File: src/rtl/multicycle_acc_core.sv
// Multi-cycle accumulator core: FETCH/EXEC/MEM/HALTED control, ACC, register
// file, C/Z flags, valid-handshake instruction port, req/ack data port.
// Ports: CLK, start_n (async low reset); inst_addr/inst_req/inst_data/inst_valid
// instruction fetch; dmem_addr/dmem_wdata/dmem_we/dmem_req/dmem_rdata/dmem_ack
// data memory; halt (sticky), cycle_ct (clocks while running), instr_ct (retired).
module multicycle_acc_core #(
    parameter int W    = 8,
    parameter int NREG = 16,
    parameter int PCW  = 10,
    parameter int CTW  = 16
) (
    input  logic           CLK,
    input  logic           start_n,
    output logic [PCW-1:0] inst_addr,
    output logic           inst_req,
    input  logic [8:0]     inst_data,
    input  logic           inst_valid,
    output logic [W-1:0]   dmem_addr,
    output logic [W-1:0]   dmem_wdata,
    output logic           dmem_we,
    output logic           dmem_req,
    input  logic [W-1:0]   dmem_rdata,
    input  logic           dmem_ack,
    output logic           halt,
    output logic [CTW-1:0] cycle_ct,
    output logic [CTW-1:0] instr_ct
);

    localparam int RIW = (NREG > 1) ? $clog2(NREG) : 1;

    localparam logic [3:0] OP_HALT = 4'h0;
    localparam logic [3:0] OP_STR  = 4'h1;
    localparam logic [3:0] OP_LDR  = 4'h2;
    localparam logic [3:0] OP_ADD  = 4'h3;
    localparam logic [3:0] OP_LDM  = 4'h4;
    localparam logic [3:0] OP_STM  = 4'h5;
    localparam logic [3:0] OP_SUB  = 4'h6;
    localparam logic [3:0] OP_AND  = 4'h7;
    localparam logic [3:0] OP_XOR  = 4'h8;
    localparam logic [3:0] OP_SHL  = 4'h9;
    localparam logic [3:0] OP_SHR  = 4'hA;
    localparam logic [3:0] OP_CLC  = 4'hB;
    localparam logic [3:0] OP_BZ   = 4'hC;
    localparam logic [3:0] OP_BNZ  = 4'hD;
    localparam logic [3:0] OP_JMP  = 4'hE;
    localparam logic [3:0] OP_CMP  = 4'hF;

    typedef enum logic [1:0] {
        S_FETCH,
        S_EXEC,
        S_MEM,
        S_HALTED
    } state_t;

    state_t         state_q, state_d;
    logic [PCW-1:0] pc_q, pc_d, pc_inc, br_off;
    logic [8:0]     ir_q, ir_d;
    logic [W-1:0]   acc, acc_d, rval;
    logic           c_flag, c_d, z_flag, z_d;
    logic [W-1:0]   regs [NREG];
    logic [CTW-1:0] cyc_q, ins_q;
    logic [3:0]     op, rsel;
    logic [RIW-1:0] ridx;
    logic [W:0]     add_sum;
    logic           reg_we, retire, acc_wr;

    assign op      = ir_q[7:4];
    assign rsel    = ir_q[3:0];
    // Operand field wraps onto the register file when NREG < 16.
    assign ridx    = RIW'(32'(rsel) % NREG);
    assign rval    = regs[ridx];
    assign pc_inc  = pc_q + PCW'(1);
    assign br_off  = {{(PCW-4){rsel[3]}}, rsel};
    assign add_sum = {1'b0, acc} + {1'b0, rval} + {{W{1'b0}}, c_flag};

    // Requests are gated by start_n so they fall the moment reset asserts.
    assign inst_addr  = pc_q;
    assign inst_req   = start_n & (state_q == S_FETCH);
    assign dmem_req   = start_n & (state_q == S_MEM);
    assign dmem_addr  = rval;
    assign dmem_wdata = acc;
    assign dmem_we    = (op == OP_STM);
    assign halt       = (state_q == S_HALTED);
    assign cycle_ct   = cyc_q;
    assign instr_ct   = ins_q;

    always_comb begin
        state_d = state_q;
        pc_d    = pc_q;
        ir_d    = ir_q;
        acc_d   = acc;
        c_d     = c_flag;
        z_d     = z_flag;
        reg_we  = 1'b0;
        retire  = 1'b0;
        acc_wr  = 1'b0;
        unique case (state_q)
            S_FETCH: begin
                if (inst_valid) begin
                    ir_d    = inst_data;
                    state_d = S_EXEC;
                end
            end
            S_EXEC: begin
                state_d = S_FETCH;
                pc_d    = pc_inc;
                retire  = 1'b1;
                unique case (1'b1)
                    ir_q[8]: begin
                        acc_d  = W'(ir_q[7:0]);
                        acc_wr = 1'b1;
                    end
                    !ir_q[8]: begin
                        unique case (op)
                            OP_HALT: begin
                                state_d = S_HALTED;
                                pc_d    = pc_q;
                            end
                            OP_STR: reg_we = 1'b1;
                            OP_LDR: begin
                                acc_d  = rval;
                                acc_wr = 1'b1;
                            end
                            OP_ADD: begin
                                {c_d, acc_d} = add_sum;
                                acc_wr       = 1'b1;
                            end
                            OP_LDM, OP_STM: begin
                                // Retires only once the memory acks.
                                state_d = S_MEM;
                                pc_d    = pc_q;
                                retire  = 1'b0;
                            end
                            OP_SUB: begin
                                acc_d  = acc - rval;
                                c_d    = (acc < rval);
                                acc_wr = 1'b1;
                            end
                            OP_AND: begin
                                acc_d  = acc & rval;
                                acc_wr = 1'b1;
                            end
                            OP_XOR: begin
                                acc_d  = acc ^ rval;
                                acc_wr = 1'b1;
                            end
                            OP_SHL: begin
                                {c_d, acc_d} = {acc, c_flag};
                                acc_wr       = 1'b1;
                            end
                            OP_SHR: begin
                                {acc_d, c_d} = {c_flag, acc};
                                acc_wr       = 1'b1;
                            end
                            OP_CLC: c_d = 1'b0;
                            OP_BZ: begin
                                if (z_flag) pc_d = pc_q + br_off;
                            end
                            OP_BNZ: begin
                                if (!z_flag) pc_d = pc_q + br_off;
                            end
                            OP_JMP: pc_d = PCW'(rval);
                            OP_CMP: begin
                                z_d = (acc == rval);
                                c_d = (acc < rval);
                            end
                        endcase
                    end
                endcase
            end
            S_MEM: begin
                if (dmem_ack) begin
                    if (!dmem_we) begin
                        acc_d  = dmem_rdata;
                        acc_wr = 1'b1;
                    end
                    pc_d    = pc_inc;
                    retire  = 1'b1;
                    state_d = S_FETCH;
                end
            end
            S_HALTED: begin
            end
        endcase
        if (acc_wr) z_d = (acc_d == '0);
    end

    always_ff @(posedge CLK or negedge start_n) begin
        if (!start_n) begin
            state_q <= S_FETCH;
            pc_q    <= '0;
            ir_q    <= '0;
            acc     <= '0;
            c_flag  <= 1'b0;
            z_flag  <= 1'b0;
            cyc_q   <= '0;
            ins_q   <= '0;
            for (int i = 0; i < NREG; i++) regs[i] <= '0;
        end else begin
            state_q <= state_d;
            pc_q    <= pc_d;
            ir_q    <= ir_d;
            acc     <= acc_d;
            c_flag  <= c_d;
            z_flag  <= z_d;
            if (reg_we) regs[ridx] <= acc;
            if (state_q != S_HALTED) cyc_q <= cyc_q + CTW'(1);
            if (retire) ins_q <= ins_q + CTW'(1);
        end
    end

endmodule

File: config.mk
export PLATFORM = sky130hd
export DESIGN_NAME = multicycle_acc_core
export DESIGN_NICKNAME = d
export VERILOG_FILES = /design/src/rtl/multicycle_acc_core.sv
export SDC_FILE = /design/constraint.sdc
export NUM_CORES = 1
export LEC_CHECK = 0
export BUFFER_PORTS_ARGS = -buffer_cell sky130_fd_sc_hd__buf_2
export CORE_MARGIN = 2
export CORE_UTILIZATION = 52
export DETAILED_ROUTE_END_ITERATION = 10
export GPL_ROUTABILITY_DRIVEN = 0
export GPL_TIMING_DRIVEN = 0
export HOLD_SLACK_MARGIN = 0.05
export PLACE_DENSITY = 0.7
export SLEW_MARGIN = 40
export SYNTH_ARGS = -nofsm -noshare
export SYNTH_HDL_FRONTEND = slang
export SYNTH_SLANG_ARGS = --single-unit
File: constraint.sdc
create_clock -name CLK -period 6.24 [get_ports CLK]
set_input_delay 0 -clock CLK [delete_from_list [all_inputs] [get_ports CLK]]
set_output_delay 0 -clock CLK [all_outputs]
set_load 0.02 [all_outputs]
# Word-level counts from Yosys, hierarchy flattened

Cells that the tools add are included.

Magnitude comparators: 3
Multiplexer cells: 39
Equal/unequal tests: 24
Reduce and logical (&&, ||, !) cells: 19
Add/sub/neg operators: 7
Bitwise logic cells: 6

Operators by type and width:

| cell                                          | number |
|---|---|
| bitwise mux 128 bit                           | 1 |
| case mux 8 bit (7 select lines)               | 1 |
| two-way mux 10 bit                            | 4 |
| two-way mux 8 bit                             | 5 |
| case mux 10 bit (4 select lines)              | 1 |
| adder 16 x 1 -> 16 bit, second input constant | 2 |
| binary-select mux 8 bit (select 4 bit)        | 1 |
| demux 8 bit (select 4 bit)                    | 1 |
| == test 4 bit, second input constant          | 8 |
| case mux 8 bit (2 select lines)               | 2 |
| case mux 10 bit (2 select lines)              | 1 |
| == test 4 x 3 -> 1 bit, second input constant | 4 |
| two-way mux 1 bit                             | 13 |
| AND reduction 3 bit                           | 4 |
| adder 10 x 1 -> 10 bit, second input constant | 1 |
| adder 10 bit                                  | 1 |
| adder 8 x 8 -> 9 bit                          | 1 |
| adder 9 x 1 -> 9 bit                          | 1 |
| AND 8 bit                                     | 1 |
| == test 4 x 2 -> 1 bit, second input constant | 2 |
| == test 8 bit                                 | 1 |
| logical NOT 8 bit                             | 1 |
| less-than comparator 8 bit                    | 1 |
| subtractor 8 bit                              | 1 |
| 28 further kinds                              | 39 |

Flip-flop bits (word level): 191
Output and inout port bits: 62

# Logic depth before layout (Yosys ltp)

Depth after elaboration: 11
Depth in mapped cells: 19

# Least setup slack after synthesis

OpenSTA, ideal clock, no wires.

Kind: reg2reg
Start: register ir_q[0]
End: register z_flag
Required time: 6.137 ns
Setup slack: 1.630 ns
Stages on the path, launching flop included: 19
Path buffers: 3
Arrival time: 4.507 ns
Cell sequence: dfrtp_1 > clkbuf_1 > buf_2 > buf_2 > mux4_2 > mux2i_1 > nand2_1 > o21ai_0 > inv_1 > fa_1 > fa_1 > nand3b_1 > nand2_1 > xor2_1 > nor2_1 > nor4_1 > nor4_1 > or4_1 > o41ai_2

Word-level cells in the longest chain between the ends: 11
Elaborated cells on any way between the ends: 18
Classes of those cells: add/sub: 3; eq/ne: 1; mux: 10; bitwise: 3; reduce/logical: 1

RTL lines:

| what                                                    | RTL line | RTL |
|---|---|---|
| start: declaration                                      | 57       | `logic [8:0] ir_q, ir_d;` |
| start signal: assignment                                | 202      | `ir_q <= ir_d;` |
| NOT 4 -> 5 bit (not written as such) *                  | 71       | `assign rval = regs[ridx];` |
| binary-select mux 8 bit (select 4 bit) *                | 71       |  |
| two-way mux 8 bit (not written as such) * (2 in series) | 71       |  |
| net dmem_addr[0]                                        | 18       | `output logic [W-1:0] dmem_addr,` |
| adder 8 x 8 -> 9 bit                                    | 74       | `assign add_sum = {1'b0, acc} + {1'b0, rval} + {{W{1'b0}}, c_flag};` |
| adder 9 x 1 -> 9 bit                                    | 74       |  |
| case mux 8 bit (7 select lines) *                       | 114      | `unique case (op)` |
| case mux 8 bit (2 select lines) *                       | 108      | `unique case (1'b1)` |
| case mux 8 bit (2 select lines) *                       | 97       | `unique case (state_q)` |
| net acc_d[4]                                            | 58       | `logic [W-1:0] acc, acc_d, rval;` |
| logical NOT 8 bit *                                     | 185      | `if (acc_wr) z_d = (acc_d == '0);` |
| two-way mux 1 bit *                                     | 185      |  |
| end signal: assignment                                  | 205      | `z_flag <= z_d;` |
| end: declaration                                        | 59       | `logic c_flag, c_d, z_flag, z_d;` |

The timed path passes the listed nets; every way through them passes the cells marked *. The select of a mux whose other input is x is not followed.
A chain may end at the register's enable or synchronous reset.

# Final worst setup path

Start: register ir_q[0]
End: register z_flag

Word-level cells in the longest chain between the ends: 11
Elaborated cells on any way between the ends: 18
Classes of those cells: add/sub: 3; eq/ne: 1; mux: 10; bitwise: 3; reduce/logical: 1

RTL lines:

| what                                                    | RTL line |
|---|---|
| NOT 4 -> 5 bit (not written as such) *                  | 71 |
| binary-select mux 8 bit (select 4 bit) *                | 71 |
| two-way mux 8 bit (not written as such) * (2 in series) | 71 |
| adder 8 x 8 -> 9 bit                                    | 74 |
| adder 9 x 1 -> 9 bit                                    | 74 |
| case mux 8 bit (7 select lines) *                       | 114 |
| case mux 8 bit (2 select lines) *                       | 108 |
| case mux 8 bit (2 select lines) *                       | 97 |
| net acc_d[4]                                            | 58 |
| logical NOT 8 bit *                                     | 185 |
| two-way mux 1 bit *                                     | 185 |

Marks and branches as above.

==> impl_metrics.env <==
export IMPL_row_count=53
export IMPL_synth_compound_area_frac=0.112
export IMPL_syn_nets=1062
export IMPL_p_leak_nw=5.91
export IMPL_cts_hold_buf=13
export IMPL_peakVddDrop_mv=0.129
export IMPL_drv_slew=0
export IMPL_grt_pass1_vias=8432
export IMPL_hold_ws_ns=0.0698
export IMPL_timing_final_crit_share=0.951
export IMPL_yosysTopAreaCell="dfrtp_1"
export IMPL_cp_depth=16
export IMPL_synth_edff_count=0
export IMPL_power_mw=2.42
export IMPL_arrival_ns=6.28
export IMPL_htreeDepth=4
export IMPL_synthCells=1003
export IMPL_synth_cell_types=67
export IMPL_yosys_area_share_xor_xnor=0.0349
export IMPL_synthAdderAreaFrac=0.0457
export IMPL_critPathBufInv=3
export IMPL_rr_worst_depth=16
export IMPL_drc=0
export IMPL_worstPathCellList="clkbuf_1 > buf_2 > mux4_2 > mux2_2 > o21ai_0 > inv_1 > ha_1 > fa_1 > nand2b_1 > a21o_1 > nand3_1 > o21ai_0 > nor4_1 > nor4_1 > or4_1 > o41ai_2"
export IMPL_slowest_delay_ns=0.63
export IMPL_async_flop_share=1.00
export IMPL_port_buffers=82
export IMPL_cts_tree="built"
export IMPL_power_density_nw_per_um2=191
export IMPL_r2r_end="z_flag$_DFFE_PN0P_"
export IMPL_post_cts_resized=0
export IMPL_cp_end_kind="flop"
export IMPL_period_needed_ns=5.93
export IMPL_syn_to_final_growth_pct=14.5
export IMPL_drt_pass1_iter_count=6
export IMPL_syn_area_per_cell_sq_um=11.0
export IMPL_ys_seq_area_frac=0.432
export IMPL_synthesis_area_sq_um=11100
export IMPL_required_ns=6.59
export IMPL_hold_path_class="in2async"
export IMPL_clk_pin_slew_ns=0.08
export IMPL_die_width_um=150
export IMPL_totalWireLength_mm=30.5
export IMPL_place_hpwl_mm=21.8
export IMPL_setup_worst_path_start="ir_q[0]$_DFFE_PN0P_"
export IMPL_ys_ff_latch=191
export IMPL_synth_top_area_share=0.432
export IMPL_num_vias=8683
export IMPL_clk_path_buf_depth=2
export IMPL_fp_dieH_um=150
export IMPL_criticalPathCategory="reg2reg"
export IMPL_status="finished clean"
export IMPL_cts_buffers=17
export IMPL_cts_sinks=191
export IMPL_yosysMostFrequentCell="dfrtp_1"
export IMPL_drive_above_1_share=0.269
export IMPL_crit_path_end="z_flag$_DFFE_PN0P_"
export IMPL_crit_fanout=10
export IMPL_antenna_found_initial=0
export IMPL_wire_per_inst_um=21.7
export IMPL_r2r_start="ir_q[0]$_DFFE_PN0P_"
export IMPL_yosys_top_cells_count="191 x dfrtp_1, 137 x mux2_2, 80 x nand2_1, 60 x nor2_1, 53 x a21oi_1"
export IMPL_start_kind="flop"
export IMPL_cts_setup_buffers=0
export IMPL_ant_nets=0
export IMPL_start_util=0.527
export IMPL_nets=1178
export IMPL_crit_family="simple AND/OR/NAND/NOR gates"
export IMPL_cap_violations=0
export IMPL_die_area_sq_um=22400
export IMPL_rsz0062_at_grt="false"
export IMPL_synth_main_ff_cell="dfrtp_1"
export IMPL_synthMuxAreaShare=0.223
export IMPL_overflow=0
export IMPL_ys_top_cells_by_area="dfrtp_1 43%, mux2_2 14%, mux4_2 5.3%"
export IMPL_antenna_cells=0
export IMPL_finalSetupViolations=0
export IMPL_fillCellCount=1798
export IMPL_critPathSlowestCell="o21ai_0"
export IMPL_fin_tns_setup_ns=0
export IMPL_worst_pin_slew_ns=0.851
export IMPL_grt_pass1_wl_mm=47.4
export IMPL_core_sq_um=21000
export IMPL_track_usage=0.280
export IMPL_ys_warn_count=0
export IMPL_synth_top_family_by_area="multiplexers"
export IMPL_ff2ff_setup_slack_ns=0.31
export IMPL_layout_cells_non_filler=1407
export IMPL_grt_start_max_net_pins=75
export IMPL_root_buffer="clkbuf_16"
export IMPL_finalHoldViolations=0
export IMPL_via_per_inst=6.17
export IMPL_fin_skew_ns=0.0135
export IMPL_drtIter0Drc=780
export IMPL_max_freq_ghz=0.169
export IMPL_clk_latency_ns=0.45
export IMPL_io_pins=83
export IMPL_synthSimpleGateAreaFrac=0.120
export IMPL_placed_cells=1362
export IMPL_maxSlewHeadroom=0.430
==> cell type report <==
| cell class | count | area, sq um | area share |
|---|---|---|---|
| Multi-Input combinational cell | 721 | 5950 | 0.470 |
| Clock buffer | 17 | 425 | 0.0336 |
| Inverter | 33 | 124 | 0.00979 |
| Sequential cell | 191 | 4780 | 0.378 |
| Tap cell | 275 | 344 | 0.0272 |
| Timing Repair Buffer | 97 | 606 | 0.0479 |
| Buffer | 58 | 238 | 0.0188 |
| Clock inverter | 15 | 191 | 0.0151 |
==> worst min-delay path by stage <==
| stage | endpoint | startpoint | slack, ns | depth (start not counted) |
|---|---|---|---|---|
| 2_1_floorplan | c_flag$_DFFE_PN0P_ | start_n | -0.30 | 0 |
| 3_3_place_gp | ir_q[4]$_DFFE_PN0P_ | inst_data[4] | 0.23 | 2 |
| 3_5_place_dp | cycle_ct[9]$_DFFE_PN0N_ | start_n | -0.05 | 1 |
| 4_1_cts | dmem_wdata[1]$_DFF_PN0_ | dmem_rdata[1] | 0.08 | 5 |
| 5_1_grt | cycle_ct[9]$_DFFE_PN0N_ | start_n | 0.11 | 2 |
| 6_report | cycle_ct[9]$_DFFE_PN0N_ | start_n | 0.07 | 2 |
==> per-stage QoR <==
stage	instance area, sq um	setup WS [ns]	util
final	12700	0.306	0.604
after global placement	11800	0.417	0.563
after global routing	12700	0.0790	0.604
after detailed placement	11900	0.403	0.568
after CTS	12700	0.378	0.604
after floorplan	11100	1.63	-
==> cell families after synthesis <==
| group | Yosys count |
|---|---|
| DFF | 191 |
| xor gates and xnor gates | 44 |
| adders and majority gates | 38 |
| muxes | 180 |
| buffers and inverters | 91 |
| AOI/OAI and AO/OA | 190 |
| and+or+nand+nor | 269 |
==> registers in the layout, summed over array words and instances, names as in the netlist <==
signal	cells
c_flag	1
cycle_ct	16
dmem_wdata	8
inst_addr	10
instr_ct	16
ir_q	9
regs	128
state_q	2
z_flag	1
==> layout by cell type, fill, tap and decap left out, types with 7 or more instances in the layout <==
cell type        n
dfrtp_1        191
mux2_2         137
buf_2           88
nand2_1         80
nor2_1          52
a21oi_1         52
o21ai_0         45
clkbuf_1        43
ha_1            34
inv_1           33
xnor2_1         30
mux4_2          26
nand3_1         24
nand2b_1        17
clkbuf_16       17
and3_1          16
xor2_1          14
nor2b_1         13
nor3_1          13
dlygate4sd3_1   13
a22oi_1         11
nand4_1         11
mux4_1          10
a21o_1          10
nor2_2           8
mux2i_1          7
and2_1           7
a211oi_1         7
a221oi_1         7
a22o_1           7
==> where the power goes <==
part           internal (mW)  switching [mW]
clock network          0.581           0.557
registers               1.24               0
logic                 0.0147          0.0297
==> per-layer routing <==
metal	vias up	wire length (um)	track usage
li1	3908	-	-
met1	4329	12700	0.380
met2	365	14200	0.440
met3	81	2230	0.0543
met4	0	1300	0.123
met5	-	0	0
Note: power is estimated with default switching activity, not from simulation.
